`config.mk`:
```
export PLATFORM = sky130hd
export DESIGN_NAME = apb_master
export DESIGN_NICKNAME = d
export VERILOG_FILES = /design/src/rtl/apb_master_pkg.sv /design/src/rtl/apb_master_sel_decoder.sv /design/src/rtl/apb_master.sv
export SDC_FILE = /design/constraint.sdc
export NUM_CORES = 1
export LEC_CHECK = 0
export BUFFER_PORTS_ARGS = -buffer_cell sky130_fd_sc_hd__buf_2
export CAP_MARGIN = 30
export CORE_MARGIN = 3
export CORE_UTILIZATION = 40
export DETAILED_ROUTE_END_ITERATION = 16
export HOLD_SLACK_MARGIN = 0.05
export PLACE_DENSITY_LB_ADDON = 0.2
export SYNTH_ARGS = -nofsm -noshare
export SYNTH_HDL_FRONTEND = slang
export SYNTH_SLANG_ARGS = --single-unit
```
`constraint.sdc`:
```
create_clock -name PCLK -period 4.33 [get_ports PCLK]
set_input_delay 0 -clock PCLK [delete_from_list [all_inputs] [get_ports PCLK]]
set_output_delay 0 -clock PCLK [all_outputs]
set_load 0.01 [all_outputs]
```
`src/rtl/apb_master_pkg.sv`:
```
// Shared types and width helpers for the APB requester.
// Latency: n/a (types only); backpressure: n/a.
package apb_master_pkg;

    typedef enum logic [1:0] {
        M_IDLE   = 2'd0,
        M_SETUP  = 2'd1,
        M_ACCESS = 2'd2
    } apb_mstate_e;

    function automatic int sel_bits(input int n);
        return (n <= 1) ? 0 : $clog2(n);
    endfunction

    function automatic int min1(input int w);
        return (w < 1) ? 1 : w;
    endfunction

endpackage

```
`src/rtl/apb_master_sel_decoder.sv`:
```
// Maps the PSEL index field to a one-hot completer select; out-of-range indices select nothing.
// Latency: combinational; backpressure: none.
module apb_master_sel_decoder
    import apb_master_pkg::*;
#(
    parameter int NO_SLAVES = 4,
    parameter int IDX_W     = min1(sel_bits(NO_SLAVES))
) (
    input  logic [IDX_W-1:0]     idx_i,
    output logic [NO_SLAVES-1:0] sel_o
);

    always_comb begin
        sel_o = '0;
        for (int i = 0; i < NO_SLAVES; i++) begin
            if (idx_i == IDX_W'(i)) sel_o[i] = 1'b1;
        end
    end

endmodule

```
`src/rtl/apb_master.sv`:
```
// APB3/4 requester: one command in, one SETUP/ACCESS transfer, one response pulse out.
// Latency: 3 cycles from idle, 2 back-to-back, plus wait states; backpressure: cmd_ready low until ACCESS completes, rsp never stalled.
module apb_master
    import apb_master_pkg::*;
#(
    parameter int DATA_WIDTH     = 32,
    parameter int ADDR_WIDTH     = 32,
    parameter int NO_SLAVES      = 4,
    parameter int TIMEOUT_CYCLES = 16
) (
    input  logic                    PCLK,
    input  logic                    PRESETn,
    input  logic                    cmd_valid,
    output logic                    cmd_ready,
    input  logic [ADDR_WIDTH-1:0]   cmd_addr,
    input  logic                    cmd_write,
    input  logic [DATA_WIDTH-1:0]   cmd_wdata,
    input  logic [DATA_WIDTH/8-1:0] cmd_strb,
    input  logic [2:0]              cmd_prot,
    output logic                    rsp_valid,
    output logic [DATA_WIDTH-1:0]   rsp_rdata,
    output logic                    rsp_err,
    output logic                    rsp_timeout,
    output logic [NO_SLAVES-1:0]    PSELx,
    output logic [ADDR_WIDTH-1:0]   PADDR,
    output logic                    PWRITE,
    output logic [DATA_WIDTH-1:0]   PWDATA,
    output logic [DATA_WIDTH/8-1:0] PSTRB,
    output logic [2:0]              PPROT,
    output logic                    PENABLE,
    input  logic                    PREADY,
    input  logic [DATA_WIDTH-1:0]   PRDATA,
    input  logic                    PSLVERR
);

    localparam int SEL_BITS = sel_bits(NO_SLAVES);
    localparam int IDX_W    = min1(SEL_BITS);
    localparam int WCW      = min1($clog2(TIMEOUT_CYCLES + 1));
    localparam int SW       = DATA_WIDTH / 8;
    localparam logic [WCW-1:0] WCNT_MAX  = '1;
    localparam logic [WCW-1:0] WCNT_LAST = WCW'(TIMEOUT_CYCLES - 1);

    apb_mstate_e           state_q, state_d;
    logic [WCW-1:0]        wait_cnt_q, wait_cnt_d;
    logic [ADDR_WIDTH-1:0] paddr_q, paddr_d;
    logic                  pwrite_q, pwrite_d;
    logic [DATA_WIDTH-1:0] pwdata_q, pwdata_d;
    logic [SW-1:0]         pstrb_q, pstrb_d;
    logic [2:0]            pprot_q, pprot_d;
    logic [NO_SLAVES-1:0]  psel_q, psel_d;
    logic                  penable_q, penable_d;
    logic                  rsp_valid_q, rsp_valid_d;
    logic [DATA_WIDTH-1:0] rsp_rdata_q, rsp_rdata_d;
    logic                  rsp_err_q, rsp_err_d;
    logic                  rsp_timeout_q, rsp_timeout_d;

    logic [IDX_W-1:0]      sel_idx;
    logic [NO_SLAVES-1:0]  sel_dec;
    logic                  timeout_hit;
    logic                  accept;

    // A single completer needs no index bits; tie the index to zero so it always decodes.
    generate
        if (SEL_BITS == 0) begin : g_no_idx
            assign sel_idx = '0;
        end else begin : g_idx
            assign sel_idx = cmd_addr[ADDR_WIDTH-1 -: SEL_BITS];
        end
    endgenerate

    apb_master_sel_decoder #(
        .NO_SLAVES (NO_SLAVES),
        .IDX_W     (IDX_W)
    ) u_sel_decoder (
        .idx_i (sel_idx),
        .sel_o (sel_dec)
    );

    assign timeout_hit = (TIMEOUT_CYCLES != 0) && (state_q == M_ACCESS) && !PREADY
                         && (wait_cnt_q == WCNT_LAST);
    assign cmd_ready   = (state_q == M_IDLE) || ((state_q == M_ACCESS) && PREADY);
    assign accept      = cmd_valid && cmd_ready;

    always_comb begin
        state_d       = state_q;
        wait_cnt_d    = wait_cnt_q;
        paddr_d       = paddr_q;
        pwrite_d      = pwrite_q;
        pwdata_d      = pwdata_q;
        pstrb_d       = pstrb_q;
        pprot_d       = pprot_q;
        psel_d        = psel_q;
        penable_d     = penable_q;
        rsp_valid_d   = 1'b0;
        rsp_rdata_d   = rsp_rdata_q;
        rsp_err_d     = rsp_err_q;
        rsp_timeout_d = rsp_timeout_q;

        case (state_q)
            M_IDLE: begin
                psel_d    = '0;
                penable_d = 1'b0;
            end
            M_SETUP: begin
                state_d    = M_ACCESS;
                penable_d  = 1'b1;
                wait_cnt_d = '0;
            end
            M_ACCESS: begin
                if (PREADY) begin
                    state_d       = M_IDLE;
                    psel_d        = '0;
                    penable_d     = 1'b0;
                    rsp_valid_d   = 1'b1;
                    rsp_rdata_d   = pwrite_q ? '0 : PRDATA;
                    rsp_err_d     = PSLVERR;
                    rsp_timeout_d = 1'b0;
                end else if (timeout_hit) begin
                    state_d       = M_IDLE;
                    psel_d        = '0;
                    penable_d     = 1'b0;
                    rsp_valid_d   = 1'b1;
                    rsp_rdata_d   = '0;
                    rsp_err_d     = 1'b1;
                    rsp_timeout_d = 1'b1;
                end else if (wait_cnt_q != WCNT_MAX) begin
                    wait_cnt_d = wait_cnt_q + WCW'(1);
                end
            end
            default: begin
                state_d   = M_IDLE;
                psel_d    = '0;
                penable_d = 1'b0;
            end
        endcase

        // Accept overrides the return to idle, giving the direct ACCESS->SETUP path.
        if (accept) begin
            state_d   = M_SETUP;
            paddr_d   = cmd_addr;
            pwrite_d  = cmd_write;
            pwdata_d  = cmd_wdata;
            pstrb_d   = cmd_write ? cmd_strb : '0;
            pprot_d   = cmd_prot;
            psel_d    = sel_dec;
            penable_d = 1'b0;
        end
    end

    always_ff @(posedge PCLK or negedge PRESETn) begin
        if (!PRESETn) begin
            state_q       <= M_IDLE;
            wait_cnt_q    <= '0;
            paddr_q       <= '0;
            pwrite_q      <= 1'b0;
            pwdata_q      <= '0;
            pstrb_q       <= '0;
            pprot_q       <= '0;
            psel_q        <= '0;
            penable_q     <= 1'b0;
            rsp_valid_q   <= 1'b0;
            rsp_rdata_q   <= '0;
            rsp_err_q     <= 1'b0;
            rsp_timeout_q <= 1'b0;
        end else begin
            state_q       <= state_d;
            wait_cnt_q    <= wait_cnt_d;
            paddr_q       <= paddr_d;
            pwrite_q      <= pwrite_d;
            pwdata_q      <= pwdata_d;
            pstrb_q       <= pstrb_d;
            pprot_q       <= pprot_d;
            psel_q        <= psel_d;
            penable_q     <= penable_d;
            rsp_valid_q   <= rsp_valid_d;
            rsp_rdata_q   <= rsp_rdata_d;
            rsp_err_q     <= rsp_err_d;
            rsp_timeout_q <= rsp_timeout_d;
        end
    end

    assign PSELx       = psel_q;
    assign PADDR       = paddr_q;
    assign PWRITE      = pwrite_q;
    assign PWDATA      = pwdata_q;
    assign PSTRB       = pstrb_q;
    assign PPROT       = pprot_q;
    assign PENABLE     = penable_q;
    assign rsp_valid   = rsp_valid_q;
    assign rsp_rdata   = rsp_rdata_q;
    assign rsp_err     = rsp_err_q;
    assign rsp_timeout = rsp_timeout_q;

endmodule

```
==> summary by stage, run 1 <==
Clock network
The maximum buffer depth of the clock tree is 2. The clock latency reported for the late side of the worst-skew pair is 410 ps. TritonCTS built the clock tree.

The CTS H-tree depth is 4. The CTS clock-pin slew for the worst setup and hold paths is roughly 50 ps. In this run the clock root is driven by a clkbuf_16. The clock drives 119 sinks.

Gates resized during post-CTS repair numbered 0. The clock buffer count from CTS is 17.

Drt
In this run the remaining antenna-violating nets after routing total 0. The initial DRC count is ~150. The routed length on met3 is around 910 µm. The first detailed-routing pass took 4 iterations.

For this block, wires on met1 add up to just under 5000 µm. The total length of routed wires is around 13000 µm. Routed signal wires occupy layers up through met4. The number of vias per cell after detailed routing is around 4.8. The final route contains between 3000 and 4000 vias.

The post-detailed-route wirelength per cell is 16.25 µm. The routed design uses 6912 µm of met2 wire. The DRC violations left is 0.

GRT
The via count of the first global-routing pass was 4347. The initial antenna violation count came to 0. The first-pass GRT wire length is 21700 µm. Entering global routing, the biggest net connects 52 pins.

The total global routing overflow is 0. Global routing used a little over a fifth of the available tracks.

Place
The wire-length estimate of the detail-placed layout is roughly 8000 µm. OpenSTA, run right after detailed placement, puts the worst setup slack at between 1500 and 2000 ps. The final weighted congestion of routability-driven global placement is 0.7922.

The number of buffers inserted by port buffering is ~220.

Power
IR analysis of the VDD net gives a maximum drop of roughly 0.00045 V. Net switching is a little under 30% of the power. The relative contribution of sequential cells to total power is roughly 40%. The internal power of the cells totals between 0.002 and 0.003 W.

For this design the total switching power over the nets is around 0.0012 W. The share of total power in combinational logic is between 20% and 30%. Power spread over the standard cell area amounts to 539.9 nW/µm².

The leakage component of the power is between 3 and 4 nW. The total design power is between 0.004 and 0.005 W. The share of power burned in the clock network is between 30% and 40%.

Worst setup path
The worst path arrival time is slightly below 3000 ps. The setup slack on the worst flop-to-flop path is 1650 ps. The worst setup path is captured at a flop. The peak fanout along the critical path is 30.

The launching element type of the critical path is a flop. By startpoint and endpoint, the worst setup path is classified as flop to flop. The data required time at the worst endpoint is around 4600 ps.

Status
The run finished with clean final reports.

Hold path
The tightest min-delay check is of the input port to asynchronous set/reset pin type.

Synthesis
The share of the synthesized area in the top cell type is 64.38%. The fraction of the yosys area taken by sequential cells is approximately 64%. In this run the cell area of the synthesized design comes to 4626 µm². In this run, synthesis inferred 0 flip-flops with an integrated enable. The count of distinct cell types in the synthesized netlist is 34.

After technology mapping, the gate count stands at roughly 310. dfrtp_1 takes more of the synthesized area than any other cell. The most used flip-flop cell after synthesis is dfrtp_1. The fraction of registers with async set or reset after synthesis is 100.0%. The number of warnings reported in the yosys synthesis log is 0. The post-synthesis area per instance is 14.83 µm². The post-synthesis sequential element count is 119.

In the post-synthesis netlist, the biggest area contributors are dfrtp_1, mux2_2, a22o_1. Synthesis produced a netlist with a net count of 424.

Floorplanning
The horizontal die dimension is 113.5 µm. The standard-cell row count is 38. The placeable core region is about 11000 µm². The top-level I/O count is between 200 and 250.

The die covers approximately 13000 µm². From bottom edge to top edge, the die measures 113.5 µm. The initial core utilization is between 40% and 50%.

Final layout
Leaving out fill and tap cells, the most frequent cells in the layout are buf_2, dfrtp_1, dlygate4sd3_1. The most common cell after layout, fill and taps aside is buf_2. The sequential cells in the finished layout cover a total of roughly 3000 µm². For this run, the post-layout net count is roughly 770. The share of layout cells above drive strength 1 is 46.40%. The repair_antennas step left the layout with diodes totalling 0.

Summing all multi-input logic gate instances after layout gives 1496 µm². The signed area change from the synthesized netlist to the final layout is 63.78%. The total of fill cells in the finished design is a little over 800.

STA
The final hold violation count was 0. Setup repair after global routing left no endpoint under its margin. The highest clock frequency the design can meet is 373.7 MHz.

The count of pins over their slew limit is 0. In the final timing run, aggregate negative setup slack is 0 ps. The slack of the critical path is between 1500 and 2000 ps.

The final clock period utilization by the worst path is between 60% and 70%. The clock period could shrink to approximately 2700 ps. At the pin with the least slew margin, the transition time is 1046 ps.

In this run the tightest slew margin relative to its limit is 30.11%. The final setup skew is slightly below 7 ps. Setup violations remaining at the end of the flow were counted as 0.

Job
The tool flagged a number of max-cap violations equal to 0.
area by class of cell:
type / count / share of cell area [%]
Sequential cell: 119 / 39.31
Timing Repair Buffer: 340 / 30.45
Multi-Input combinational cell: 165 / 19.75
Clock buffer: 25 / 6.804
Tap cell: 140 / 2.312
Clock inverter: 7 / 0.8753
Inverter: 10 / 0.4955
timing repair:
item | 4_1_cts | 5_1_grt
hold buffers | 114 | 0
setup buffers | 0 | 0
endpoints found under the hold margin | 191 | 0
synthesized netlist by cell type, drive strengths merged, types with 2 or more instances:
| master | instances |
|---|---|
| nor2b | 4 |
| a22o | 29 |
| a32o | 4 |
| or4 | 2 |
| buf | 17 |
| nor3 | 2 |
| o211ai | 2 |
| o21ai | 7 |
| nand2 | 13 |
| mux2i | 5 |
| dfrtp | 119 |
| inv | 10 |
| a21oi | 5 |
| nor2 | 2 |
| nand4b | 4 |
| mux2 | 69 |
| ha | 3 |
| nand2b | 3 |
routing by layer:
metal  global-route usage, %  vias up
met5                       0        -
met4                   10.42        0
met3                   7.533       35
met2                   37.18      149
met1                   23.89     1898
li1                        -     1809
state kept, by name, indices dropped and copies added (netlist names):
name,count
PSTRB,4
PWDATA,32
PENABLE,1
rsp_timeout,1
PSELx,4
state_q,2
PWRITE,1
rsp_rdata,32
rsp_valid,1
PADDR,32
rsp_err,1
PPROT,3
wait_cnt_q,5
kinds of logic (layout without fill, tap and decap cells):
kind of cell / after synthesis / count (layout) / share of synthesized area, %
DFF: 119 / 119 / 64.38
muxes: 74 / 74 / 17.88
AOI/OAI and AO/OA: 54 / 54 / 9.548
and+or+nand+nor: 34 / 34 / 4.004
buffers and inverters: 28 / 382 / 3.381
adders and majority gates: 3 / 3 / 0.8116
per-stage QoR:
step / cell area [µm²] / hold WS [ps] / instances / util (%)
6_report: 7576 / 79.50 / 806 / 68.39
3_5_place_dp: 5853 / -18.73 / 660 / 52.83
2_1_floorplan: 4626 / -295.6 / 312 / -
3_3_place_gp: 5826 / 215.8 / 659 / 52.59
4_1_cts: 7576 / 78.43 / 806 / 68.39
5_1_grt: 7576 / 105.1 / 806 / 68.39
final timing paths:
| kind | start | end | cells past startpoint |
|---|---|---|---|
| setup / recovery | wait_cnt_q[0] | rsp_err | 7 |
| hold / removal | PRESETn | PADDR[22] | 2 |
| setup reg to reg | wait_cnt_q[0] | rsp_err | 7 |
| hold reg to reg | PWDATA[9] | PWDATA[9] | 1 |
| max in group asynchronous | PRESETn | rsp_rdata[10] | 4 |
| min in group PCLK | cmd_valid | state_q[0] | 4 |
power groups by stage:
stage | registers [W] | clock network (W) | logic [W]
global route | 0.00168 | 0.00144 | 0.00120
global placement | 0.00163 | 0 | 0.000999
detailed placement | 0.00164 | 0 | 0.00102
finish | 0.00163 | 0.00135 | 0.00110
CTS | 0.00163 | 0.00139 | 0.00110
floorplan | 0.00177 | 0 | 0.000402
critical path: stages, from the launching register on:
cell and delay, ps:
dfrtp_1 410, ha_1 220, and3_1 200, ha_1 260, or2_2 340, nand2_1 770
inv_1 130, o32a_1 210
(Power assumes the default switching activity.)
==> run 2, diff against run 1 <==
--- a/config.mk
+++ b/config.mk
@@ -5,6 +5,7 @@
 export SDC_FILE = /design/constraint.sdc
 export NUM_CORES = 1
 export LEC_CHECK = 0
+export ABC_AREA = 1
 export BUFFER_PORTS_ARGS = -buffer_cell sky130_fd_sc_hd__buf_2
 export CAP_MARGIN = 30
 export CORE_MARGIN = 3
==> constraint.sdc (replaced) <==
create_clock -name PCLK -period 2.55 [get_ports PCLK]
set_input_delay 0 -clock PCLK [delete_from_list [all_inputs] [get_ports PCLK]]
set_output_delay 0 -clock PCLK [all_outputs]
set_load 0.01 [all_outputs]
==> run 2 against run 1 <==
Clock skew rose by 2.0 ps. Critical endpoint is now PSTRB[3]. Worst setup slack got worse by 1200 ps. Count of clock-buffer cells in the layout fell by 3. Maximum frequency rose by 26%. Wire length rose by 8.5%.
==> summary by stage, run 2 <==
Status
The run finished with clean final reports.

Drt
The total iterations of the first detailed-routing run is 7. Detailed routing placed a total of roughly 6900 µm of wire on met2. The highest metal layer carrying signal wires in the routed design is met4. For this block, the via count after detailed routing is approximately 4700. The DRC violations left is 0. Detailed routing placed a total of 1144 µm of wire on met3. Dividing the detail-routed wire length by the instance count gives 14.10 µm. The initial DRC count is ~430. The number of vias per cell after detailed routing is roughly 4.6. The detailed router put a total of a little under 6000 µm of wire on met1.

The routed design has 14220 µm of wire. The count of nets left with antenna violations once routing finished came out at 0.

Synthesis
The share of synthesized area in the top cell type comes to 64.03%. Counting every instance in the synthesized netlist gives 523. The cell area that synthesis handed to floorplanning was about 4700 µm².

The synthesized design contains 119 register bits. The post-synthesis net count is about 640. Yosys mapped a number of flops with a built-in enable equal to 0. After synthesis, the netlist uses 20 different library cells. For this run, the register share of the synthesized area comes to between 60% and 70%. The Yosys step of the flow raised 0 warnings. The library cell with the largest summed area after synthesis is dfrtp_1. The most numerous cell in the Yosys netlist is nand2_1. The most used flip-flop cell after synthesis is dfrtp_1. Ranked by instance count, the synthesized netlist is headed by nand2_1, dfrtp_1, nand3_1. After synthesis, the mean cell area works out to 8.892 µm².

The fraction of registers with async set or reset after synthesis is 100.0%. Yosys attributes the largest share of cell area to dfrtp_1, nand2_1, nand3_1.

Clock network
TritonCTS created 17 clock buffers. TritonCTS built the clock tree. The maximum buffer depth of the clock tree is 2.

The tree is rooted in a clkbuf_16. The H-tree was split into 4 levels. The number of sinks on the clock net is about 120. After clock tree synthesis, the clock-pin slew on the worst setup and hold paths is around 50 ps. The clock latency reported for the late side of the worst-skew pair is about 400 ps.

Floorplanning
The top-level I/O count is ~220. The floorplan has 38 rows. The die is around 110 µm tall. The floorplan step defined a die boundary enclosing 12960 µm².

The initial core utilization is 41.98%. The region available for standard cell placement spans between 10000 and 15000 µm². The horizontal die dimension is around 110 µm.

Final layout
The signed area change from the synthesized netlist to the final layout is 64.49%. The total of fill cells in the finished design is 818. In the final layout, the share of cells above drive strength 1 is 30.65%. The most common cell after layout, fill and taps aside is nand2_1. The diode insertion count for antenna repair is 0. For this run, the post-layout net count is 969. In the layout the commonest cells are nand2_1, buf_2, dfrtp_1. The post-layout utilization of the core is ~69%.

Place
The count of buffers added on input and output ports is about 220. The final weighted congestion of routability-driven global placement is 0.7829. Detailed placement ended at an HPWL of 8509 µm.

STA
The final clock period utilization by the worst path is 83.45%. The setup TNS is 0 ps. The highest clock frequency the design can meet is around 470 MHz.

The final critical-path required period is 2128 ps. The count of pins over their slew limit was 0. Setup repair after global routing left no endpoint under its margin. The final hold violation count was 0. The worst slew slack as a fraction of its limit is roughly 47%.

At the pin with the least slew margin, the transition time is 798.5 ps. For the final database, setup skew stands at roughly 9 ps. The setup-violating endpoint count in the final report is 0.

Worst setup path
On the worst path, the slowest cell contributes a delay of ~610 ps. The worst setup path is captured at a flop. For the worst setup path, the data arrival time is between 2000 and 2500 ps. The worst-case reg-to-reg path depth is 7. The setup slack on the worst flop-to-flop path is between 400 and 500 ps. The data required time at the worst endpoint is between 2000 and 3000 ps. The critical register-to-register path endpoint is PSTRB[3]. Walking the worst path, the cells encountered are a21oi_2, nand2_2, buf_4, nor2_2, nand2_1, dlygate4sd3_1, nand2_1. Along the worst path, the maximum fanout reaches 79. The startpoint identified for the worst register-to-register timing path is state_q[1].

The most numerous cell type found on the critical path is nand2_1. The capture point of the critical path is PSTRB[3]. The worst setup path is launched from a flop. The critical path is of the flop to flop type. The highest-delay cell along the critical path is buf_4. The most critical setup path has its startpoint at state_q[1].

GRT
The first-pass GRT wire length is roughly 24000 µm. Entering global routing, the biggest net connects 80 pins. The initial antenna violation count is 0. The via count of the first global-routing pass came to between 5000 and 6000. Global routing finished with a remaining overflow of 0. The overall routing resource usage is 23.16%.

Hold path
In this run the worst hold path is classified as input port to asynchronous set/reset pin.

Power
The largest voltage drop on the vdd net is ~0.00060 V. The power density over cell area is ~940 nW/µm². The leakage component of the power is between 4 and 5 nW.

Job
The tool flagged a number of max-cap violations equal to 0.
## run 2: cell types whose count changed in the layout (fill, tap and decap cells not counted), sizes merged, moves of 5 or more
cell	before	now
mux2	69	0
a22o	29	0
nand2	13	301
o21ai	7	15
nand3	0	34
mux2i	5	0
## run 2: per-layer routing
layer / global-route usage [%] / vias up
met2: 39.03 / 204
met3: 6.631 / 25
met4: 8.393 / 0
met1: 28.47 / 2166
met5: 0 / -
li1: - / 2282
## run 2: power breakdown
part	leakage [nW]	switching, W	internal (W)
Sequential	1.51	0.000311	0.00242
Combinational	2.47	0.00106	0.000780
Clock	0.308	0.000796	0.00180
Total	4.28	0.00216	0.00500
## run 2: metrics by stage
step	power, W	instance area (µm²)	instances	hold WS [ps]	setup WS (ps)
finish	0.007163	7650	1008	170.1	422.0
global route	0.007607	7650	1008	221.7	231.9
global placement	0.004387	5884	866	74.65	882.7
detailed placement	0.004443	5884	866	74.51	767.8
CTS	0.007206	7650	1008	184.6	381.2
floorplan	0.003589	4651	523	-295.6	903.7
## run 2: critical path, delay by kind of cell, from the launching register on
family / cells / cell delay, ps
simple gates: 4 / 330
buf+inv: 2 / 1170
flops: 1 / 400
compound gates: 1 / 90
## run 2: timing repair
action                                 in CTS  in global routing
resized for setup                           0                  0
hold buffers                              112                  0
endpoints found under the hold margin     161                  0
buffers inserted                            0                  0
## run 2: worst min path at each step
stage                     cells past startpoint             to  slack, ps     from
after floorplan                               0       PADDR[0]       -300  PRESETn
after global placement                        1  rsp_rdata[11]         70  PRESETn
after detailed placement                      1  rsp_rdata[25]         70  PRESETn
after CTS                                     2  rsp_rdata[25]        180  PRESETn
after global routing                          2  rsp_rdata[11]        220  PRESETn
final                                         2  rsp_rdata[25]        170  PRESETn
## run 2: logic make-up after synthesis
group	Yosys count	synth area share [%]
and+or+nand+nor	344	28.97
AOI/OAI and AO/OA	18	2.125
buffers and inverters	39	4.062
adders and majority gates	3	0.8072
DFF	119	64.03
## run 2: area by class of cell
class                           instances  area (µm²)  share of cell area, %
Tap cell                              140       175.2                  2.290
Sequential cell                       119        2978                  38.93
Multi-Input combinational cell        365        1493                  19.51
Inverter                               14       52.55                 0.6869
Clock inverter                          8       170.2                  2.224
Clock buffer                           22       474.2                  6.199
Timing Repair Buffer                  340        2307                  30.16
